### src/rtl/gate_equiv_sequencer.sv
// gate_equiv_sequencer: walks every input pattern of an N_IN-input gate pair,
// holds each pattern for SETTLE+1 cycles, compares the two responses in the
// last cycle of each pattern, and reports a mismatch count, the first failing
// pattern and a one-cycle done pulse carrying the pass verdict.
module gate_equiv_sequencer #(
    parameter int N_IN   = 2,
    parameter int SETTLE = 1,
    parameter int CNT_W  = 8
) (
    input  logic             clk,
    input  logic             rst,
    input  logic             start,
    output logic [N_IN-1:0]  x,
    input  logic             a_in,
    input  logic             b_in,
    output logic             busy,
    output logic             done,
    output logic             pass,
    output logic [CNT_W-1:0] err_count,
    output logic [N_IN-1:0]  first_fail,
    output logic             first_fail_valid
);

    typedef enum logic [1:0] {
        ST_IDLE = 2'd0,
        ST_HOLD = 2'd1,
        ST_DONE = 2'd2
    } state_t;

    // Hold counter must be at least one bit wide even when SETTLE is zero.
    localparam int HW = (SETTLE > 0) ? $clog2(SETTLE + 1) : 1;
    localparam logic [HW-1:0]    HOLD_INIT = HW'(SETTLE);
    localparam logic [HW-1:0]    HOLD_ONE  = HW'(1);
    localparam logic [HW-1:0]    HOLD_ZERO = HW'(0);
    localparam logic [N_IN-1:0]  X_ZERO    = N_IN'(0);
    localparam logic [N_IN-1:0]  X_ONE     = N_IN'(1);
    localparam logic [N_IN-1:0]  X_LAST    = {N_IN{1'b1}};
    localparam logic [CNT_W-1:0] CNT_ZERO  = CNT_W'(0);
    localparam logic [CNT_W-1:0] CNT_ONE   = CNT_W'(1);
    localparam logic [CNT_W-1:0] CNT_MAX   = {CNT_W{1'b1}};

    // Increment that sticks at the all-ones value instead of wrapping.
    function automatic logic [CNT_W-1:0] sat_inc(input logic [CNT_W-1:0] v);
        if (v == CNT_MAX) begin
            sat_inc = CNT_MAX;
        end else begin
            sat_inc = v + CNT_ONE;
        end
    endfunction

    state_t          state_r, state_s;
    logic [HW-1:0]    hold_cnt_r, hold_cnt_s;
    logic [N_IN-1:0]  x_s;
    logic             busy_s, done_s, pass_s, first_fail_valid_s;
    logic [CNT_W-1:0] err_count_s;
    logic [N_IN-1:0]  first_fail_s;
    logic             mismatch_s;

    // Next-state and next-output logic; every register holds unless changed.
    always_comb begin
        state_s             = state_r;
        hold_cnt_s          = hold_cnt_r;
        x_s                 = x;
        busy_s              = busy;
        done_s              = 1'b0;
        pass_s              = pass;
        err_count_s         = err_count;
        first_fail_s        = first_fail;
        first_fail_valid_s  = first_fail_valid;
        mismatch_s          = 1'b0;
        case (state_r)
            ST_IDLE: begin
                if (start) begin
                    state_s            = ST_HOLD;
                    x_s                = X_ZERO;
                    hold_cnt_s         = HOLD_INIT;
                    err_count_s        = CNT_ZERO;
                    first_fail_s       = X_ZERO;
                    first_fail_valid_s = 1'b0;
                    pass_s             = 1'b0;
                    busy_s             = 1'b1;
                end else begin
                    state_s = ST_IDLE;
                end
            end
            ST_HOLD: begin
                if (hold_cnt_r != HOLD_ZERO) begin
                    hold_cnt_s = hold_cnt_r - HOLD_ONE;
                end else begin
                    // Case inequality so an X/Z response is treated as a mismatch.
                    mismatch_s = (a_in !== b_in);
                    if (mismatch_s) begin
                        err_count_s = sat_inc(err_count);
                        if (!first_fail_valid) begin
                            first_fail_s       = x;
                            first_fail_valid_s = 1'b1;
                        end else begin
                            first_fail_s       = first_fail;
                            first_fail_valid_s = first_fail_valid;
                        end
                    end else begin
                        err_count_s = err_count;
                    end
                    if (x == X_LAST) begin
                        state_s = ST_DONE;
                        done_s  = 1'b1;
                        pass_s  = (err_count_s == CNT_ZERO);
                    end else begin
                        x_s        = x + X_ONE;
                        hold_cnt_s = HOLD_INIT;
                    end
                end
            end
            ST_DONE: begin
                state_s = ST_IDLE;
                busy_s  = 1'b0;
            end
            default: begin
                state_s = ST_IDLE;
                busy_s  = 1'b0;
            end
        endcase
    end

    // State and output registers with asynchronous reset.
    always_ff @(posedge clk or posedge rst) begin
        if (rst) begin
            state_r          <= ST_IDLE;
            hold_cnt_r       <= HOLD_ZERO;
            x                <= X_ZERO;
            busy             <= 1'b0;
            done             <= 1'b0;
            pass             <= 1'b0;
            err_count        <= CNT_ZERO;
            first_fail       <= X_ZERO;
            first_fail_valid <= 1'b0;
        end else begin
            state_r          <= state_s;
            hold_cnt_r       <= hold_cnt_s;
            x                <= x_s;
            busy             <= busy_s;
            done             <= done_s;
            pass             <= pass_s;
            err_count        <= err_count_s;
            first_fail       <= first_fail_s;
            first_fail_valid <= first_fail_valid_s;
        end
    end

endmodule
### config.mk
export PLATFORM = sky130hd
export DESIGN_NAME = gate_equiv_sequencer
export DESIGN_NICKNAME = d
export VERILOG_FILES = /design/src/rtl/gate_equiv_sequencer.sv
export SDC_FILE = /design/constraint.sdc
export NUM_CORES = 1
export LEC_CHECK = 0
export ABC_AREA = 1
export BUFFER_PORTS_ARGS = -buffer_cell sky130_fd_sc_hd__clkbuf_2
export CORE_UTILIZATION = 33
export CTS_CLUSTER_SIZE = 40
export DETAILED_ROUTE_END_ITERATION = 10
export PLACE_DENSITY = 0.6
export SETUP_SLACK_MARGIN = 0.5
export SKIP_CTS_REPAIR_TIMING = 1
export SYNTH_ARGS = -nofsm -noshare
export SYNTH_HDL_FRONTEND = slang
export SYNTH_SLANG_ARGS = --single-unit
### constraint.sdc
create_clock -name clk -period 2.7 [get_ports clk]
set_input_delay 0.54 -clock clk [delete_from_list [all_inputs] [get_ports clk]]
set_output_delay 0.54 -clock clk [all_outputs]
set_load 0.02 [all_outputs]
==> flow_summary.ini, run 1 <==
[die]
horizontal_extent_of_the_die_um = 58.91
start_util = 0.3500
floorplan.die_area_sq_mm = 0.003470
design.core.area_sq_mm = 0.003053
chip_height_um = 58.91
pin_count = 21
std_cell_rows = 20

[synthesis]
post_synth_main_area_contributors = dfrtp_1 44%, nand2_1 13%, inv_1 9.1%
synth.cell_area_sq_mm = 0.001069
postSynthAreaPerCell_sq_um = 7.525
synth_top_area_frac = 0.4450
count_of_warnings_emitted_by_yosys = 0
yosys_register_bits = 19
netlist_instances = 142
synth.largest_area_cell = dfrtp_1
synth_cell_type_count = 18
synth.net_count = 149
yosysSeqAreaShare = 0.4450

[grt]
overflow = 0
grt-busiest-layer = met2
use_met2 = 0.2792
first_global_vias = 1009
grt_first_pass_wirelength_um = 4271
global_route.usage.met1 = 0.2008
pin_count_of_the_biggest_net_entering_global_routing = 20
grt_antenna_before_repair = 0
grt.total_usage = 0.1628
met3_usage = 0.02637

[clock_network]
clk_pin_slew_ns = 0.11
cts_htree_levels = 1
cts.sinks = 19
cts-buffers-inserted = 3
cts_tree = done
clk-insertion-delay-late_ns = 0.30
root_buffer = clkbuf_4
max-clock-path-buffers = 2

[timing]
hold-worst-slack_ns = 0.3121
number_of_hold_violations_in_the_final_report = 0
clock_skew_ns = 0.002916
report.final.setup_viol = 0
timing.max_slew.rel_slack = 0.5274
finalMaxSlewViolations = 0
worst_slew_pin_slew_ns = 0.7081
unrepaired_setup_endpoints_after_global_routing = false
achievable_freq_mhz = 643.6
setup_ws_ns = 1.146
timing.final.crit_share = 0.5754
finalSetupTns_ns = 0
layout_min_cycle_time_ns = 1.554

[placement]
port-buffer-count = 20
placement.cell_area_sq_mm = 0.001224
hpwl_dp_um = 1759
place_congestion = 0.7996
pre_cts_ws_ns = 1.087

[cells_and_area]
postLayoutCellArea_sq_mm = 0.001250
most_frequent_cells_in_the_layout = 37 x nand2_1, 26 x inv_1, 20 x clkbuf_2
area.growth.synth_to_final_pct = 16.98
layout.filler_cells = 328
diode_count = 0
post_route_cells_drive_above_1_share = 0.1988
final_net_count = 174
final_common_cell = nand2_1

[power_and_ir_drop]
powerDensity_mw_per_mm2 = 949.1
design_power_total_mw = 1.186
p_leak_nw = 0.6783
vdd_drop_max_v = 0.0004237

[drt]
viasPerCell = 4.795
route.detailed.wl_per_inst_um = 11.02
detail_route.drc_violations = 0
drt_wirelength_um = 2314
ant_nets = 0
num_vias = 1007
drt_first_pass_iters = 4
initialDrtViolationCount = 20

[critical_path]
ff2ff_path_depth = 8
cp-start-kind = register
critPathMaxFanout = 4
worst-endpoint-arrival_ns = 1.75
crit_type = reg -> reg
worst_ep_required_time_ns = 2.90
sort_of_element_at_the_end_of_the_critical_path = register

[run]
max-cap-violations = 0

[hold_path]
hp-class = in -> async

[status]
outcome = completed
routing by layer:
metal,routed length [um],vias to the layer above
met3,89,5
met1,1078,469
met5,0,-
met2,1110,27
li1,-,506
met4,36,0
critical path, cell delays in order (launching register included):
cell and delay, ns:
dfrtp_1 0.41, ha_1 0.22, nand2_1 0.11, nor2_2 0.19, nand3_1 0.19, nand3_1 0.16, nor2_1 0.06, nand3_1 0.07
nand2_1 0.06
report_power, final:
group / leakage (nW) / internal, mW / switching (mW)
Sequential: 0.245 / 0.376 / 0.0749
Clock: 0.0150 / 0.0576 / 0.0902
Combinational: 0.418 / 0.188 / 0.400
Total: 0.678 / 0.622 / 0.565
cells by family after synthesis:
group,count (synthesis),share of synthesized area
AOI/OAI and AO/OA,24,0.1311
and+or+nand+nor,71,0.3091
DFF,19,0.4450
buffers and inverters,26,0.09133
adders and majority gates,2,0.02342
through the flow:
| step | cells | utilization |
|---|---|---|
| 2_1_floorplan | 142 | - |
| 3_3_place_gp | 206 | 0.4008 |
| 3_5_place_dp | 206 | 0.4008 |
| 4_1_cts | 210 | 0.4094 |
| 5_1_grt | 210 | 0.4094 |
| 6_report | 210 | 0.4094 |
sequential cells by signal, summed over array words and instances (netlist names):
signal            cells
err_count             8
first_fail            2
state_r               2
x                     2
busy                  1
done                  1
first_fail_valid      1
hold_cnt_r            1
pass                  1
final cells by class:
cell class / instances / area, sq um / share of cell area
multi-input combinational: 97 / 495.5 / 0.3964
sequential: 19 / 475.5 / 0.3804
timing repair buffer: 20 / 100.1 / 0.08008
inverter: 26 / 97.59 / 0.07808
tap: 44 / 55.05 / 0.04404
clock buffer: 4 / 26.28 / 0.02102
synthesized netlist by cell type (all sizes together):
library cell / count
nor3: 1
nand4: 2
a21oi: 1
inv: 26
nand3: 14
a32o: 1
nor2: 13
ha: 2
o21ai: 18
dfrtp: 19
nand2: 41
o22ai: 2
o31ai: 2
final timing paths:
path / from / to / slack [ns]
max: err_count[1] / pass / 1.15
min: rst / err_count[1] / 0.31
max reg2reg: err_count[1] / pass / 1.15
min reg2reg: pass / pass / 0.51
max in group asynchronous: rst / err_count[4] / 1.94
min in group clk: pass / pass / 0.51
Power figures use the tool's default switching activity.
==> inputs of run 2 (changes only) <==
==> constraint.sdc (replaced) <==
create_clock -name clk -period 1.6 [get_ports clk]
set_input_delay 0.32 -clock clk [delete_from_list [all_inputs] [get_ports clk]]
set_output_delay 0.32 -clock clk [all_outputs]
set_load 0.02 [all_outputs]
==> run 2 against run 1 <==
- highest routed layer unchanged
- clock power increased by 72%
- the run now ends with negative hold slack left
- non-clock buffer count increased by 18
- power increased by 130%
- core utilization increased by 12 points
- combinational power increased to 2.9 times the previous value
- global-route usage decreased by 1.2 points
- cell count increased by 8.6%
- via count increased by 8.1%
- clock skew increased by 0.0064 ns
- cell area increased by 28%
- first-iteration DRC count increased by 130%
==> flow_summary.ini, run 2 (synthesis gave the netlist of run 1 again) <==
[timing]
timing.max_slew.rel_slack = 0.8336
worst_slew_pin_slew_ns = 0.2496
number_of_hold_violations_in_the_final_report = 8
hold-worst-slack_ns = -0.008650
timing.final.crit_share = 0.8799
report.final.setup_viol = 0
unrepaired_setup_endpoints_after_global_routing = true
finalSetupTns_ns = 0
setup_ws_ns = 0.1921
layout_min_cycle_time_ns = 1.408
clock_skew_ns = 0.009346
finalMaxSlewViolations = 0
achievable_freq_mhz = 710.3

[critical_path]
critPathMaxFanout = 4
worst_path_largest_cell_delay_ns = 0.43
ff2ff_path_depth = 8
endpoint = first_fail[0]
crit_slowest_cell = dfrtp_1
sort_of_element_at_the_end_of_the_critical_path = register
worstReg2RegEnd = first_fail[0]
crit_buf_inv = 3
timing.rr.start = state_r[1]
worst_ep_required_time_ns = 1.80
cp_cell_sequence = nor2_4 > buf_6 > buf_4 > inv_4 > o21ai_4 > o21ai_2 > nand3_1 > o21ai_1
timing.critical_path.max_delay_family = flip-flops
worst-endpoint-arrival_ns = 1.60
cp-start-kind = register
critical_path_depth = 8
crit_type = reg -> reg
crit_start = state_r[1]
reg2reg_slack_ns = 0.19

[grt]
pin_count_of_the_biggest_net_entering_global_routing = 20
grt_antenna_before_repair = 0
first_global_vias = 912
grt.total_usage = 0.1508
overflow = 0
grt_first_pass_wirelength_um = 3912

[drt]
drt_wirelength_um = 2632
viasPerCell = 4.776
route.detailed.wl_per_inst_um = 11.54
ant_nets = 0
drt_first_pass_iters = 4
initialDrtViolationCount = 45
num_vias = 1089
detail_route.drc_violations = 0

[cells_and_area]
most_frequent_cells_in_the_layout = 34 x nand2_1, 22 x inv_1, 15 x buf_4
registers.top_by_ff_count = err_count
largest_reg_flops = 8
layoutNonFillerInstCount = 228
final_net_count = 192
postLayoutCellArea_sq_mm = 0.001603
area.growth.synth_to_final_pct = 50.00
diode_count = 0
post_route_cells_drive_above_1_share = 0.4348
final_common_cell = nand2_1

[placement]
place_congestion = 0.9009
placement.cell_area_sq_mm = 0.001285
pre_cts_ws_ns = 0.1610
hpwl_dp_um = 1858
total_instance_count_after_detailed_placement = 207
port-buffer-count = 20

[clock_network]
cts_tree = done
clk_pin_slew_ns = 0.12
cts_htree_levels = 1
cts-buffers-inserted = 3
max-clock-path-buffers = 2
clk-insertion-delay-late_ns = 0.31
root_buffer = clkbuf_4
cts.sinks = 19

[hold_path]
hp-class = in -> async

[status]
violations_in_the_final_reports = negative hold slack
outcome = complete, but fails checks

[die]
std_cell_rows = 20
chip_height_um = 58.91
design.core.area_sq_mm = 0.003053
pin_count = 21
floorplan.die_area_sq_mm = 0.003470
horizontal_extent_of_the_die_um = 58.91
start_util = 0.3500

[power_and_ir_drop]
vdd_drop_max_v = 0.0007175
p_leak_nw = 0.8050
powerDensity_mw_per_mm2 = 1702

[run]
max-cap-violations = 0
[run 2: cell types whose count changed in the layout (fill, tap and decap cells not counted), sizes merged]
cell / previous run / this run
buf: 0 / 29
clkbuf: 24 / 12
clkinv: 0 / 1
[run 2: cell type report]
cell class | instances | area [sq um]
fill | 302 | 1450
multi-input combinational | 97 | 619.3
sequential | 19 | 485.5
timing repair buffer | 38 | 315.3
inverter | 26 | 100.1
tap | 44 | 55.05
clock buffer | 3 | 22.52
clock inverter | 1 | 5.005
[run 2: power by group]
part           switching [mW]  leakage (nW)  internal, mW
clock network           0.160        0.0177        0.0933
logic                   0.901         0.554         0.785
registers               0.143         0.233         0.646
[run 2: metal layers]
layer  global-route usage  share of wire
met1               0.2083           0.46
met4              0.08503          0.023
met3              0.01978          0.036
met5                    0              0
met2               0.2273           0.48
[run 2: worst min-delay path by stage]
stage,end,depth (start not counted),slack [ns],startpoint
after floorplan,busy,1,0.27,rst
after global placement,busy,3,0.33,rst
after detailed placement,busy,3,0.34,rst
after CTS,err_count[5],3,0.002,rst
after global routing,state_r[0],3,0.01,rst
final,err_count[5],3,-0.009,rst
[run 2: metrics by stage]
step | power [mW] | util
final | 2.729 | 0.5250
after CTS | 2.100 | 0.4299
after detailed placement | 1.849 | 0.4209
after floorplan | 1.557 | -
after global routing | 2.923 | 0.5250
after global placement | 1.833 | 0.4209
[run 2: worst min-delay path, stage by stage]
cell and delay (ns):
clkbuf_2 0.08, inv_1 0.04, buf_4 0.25
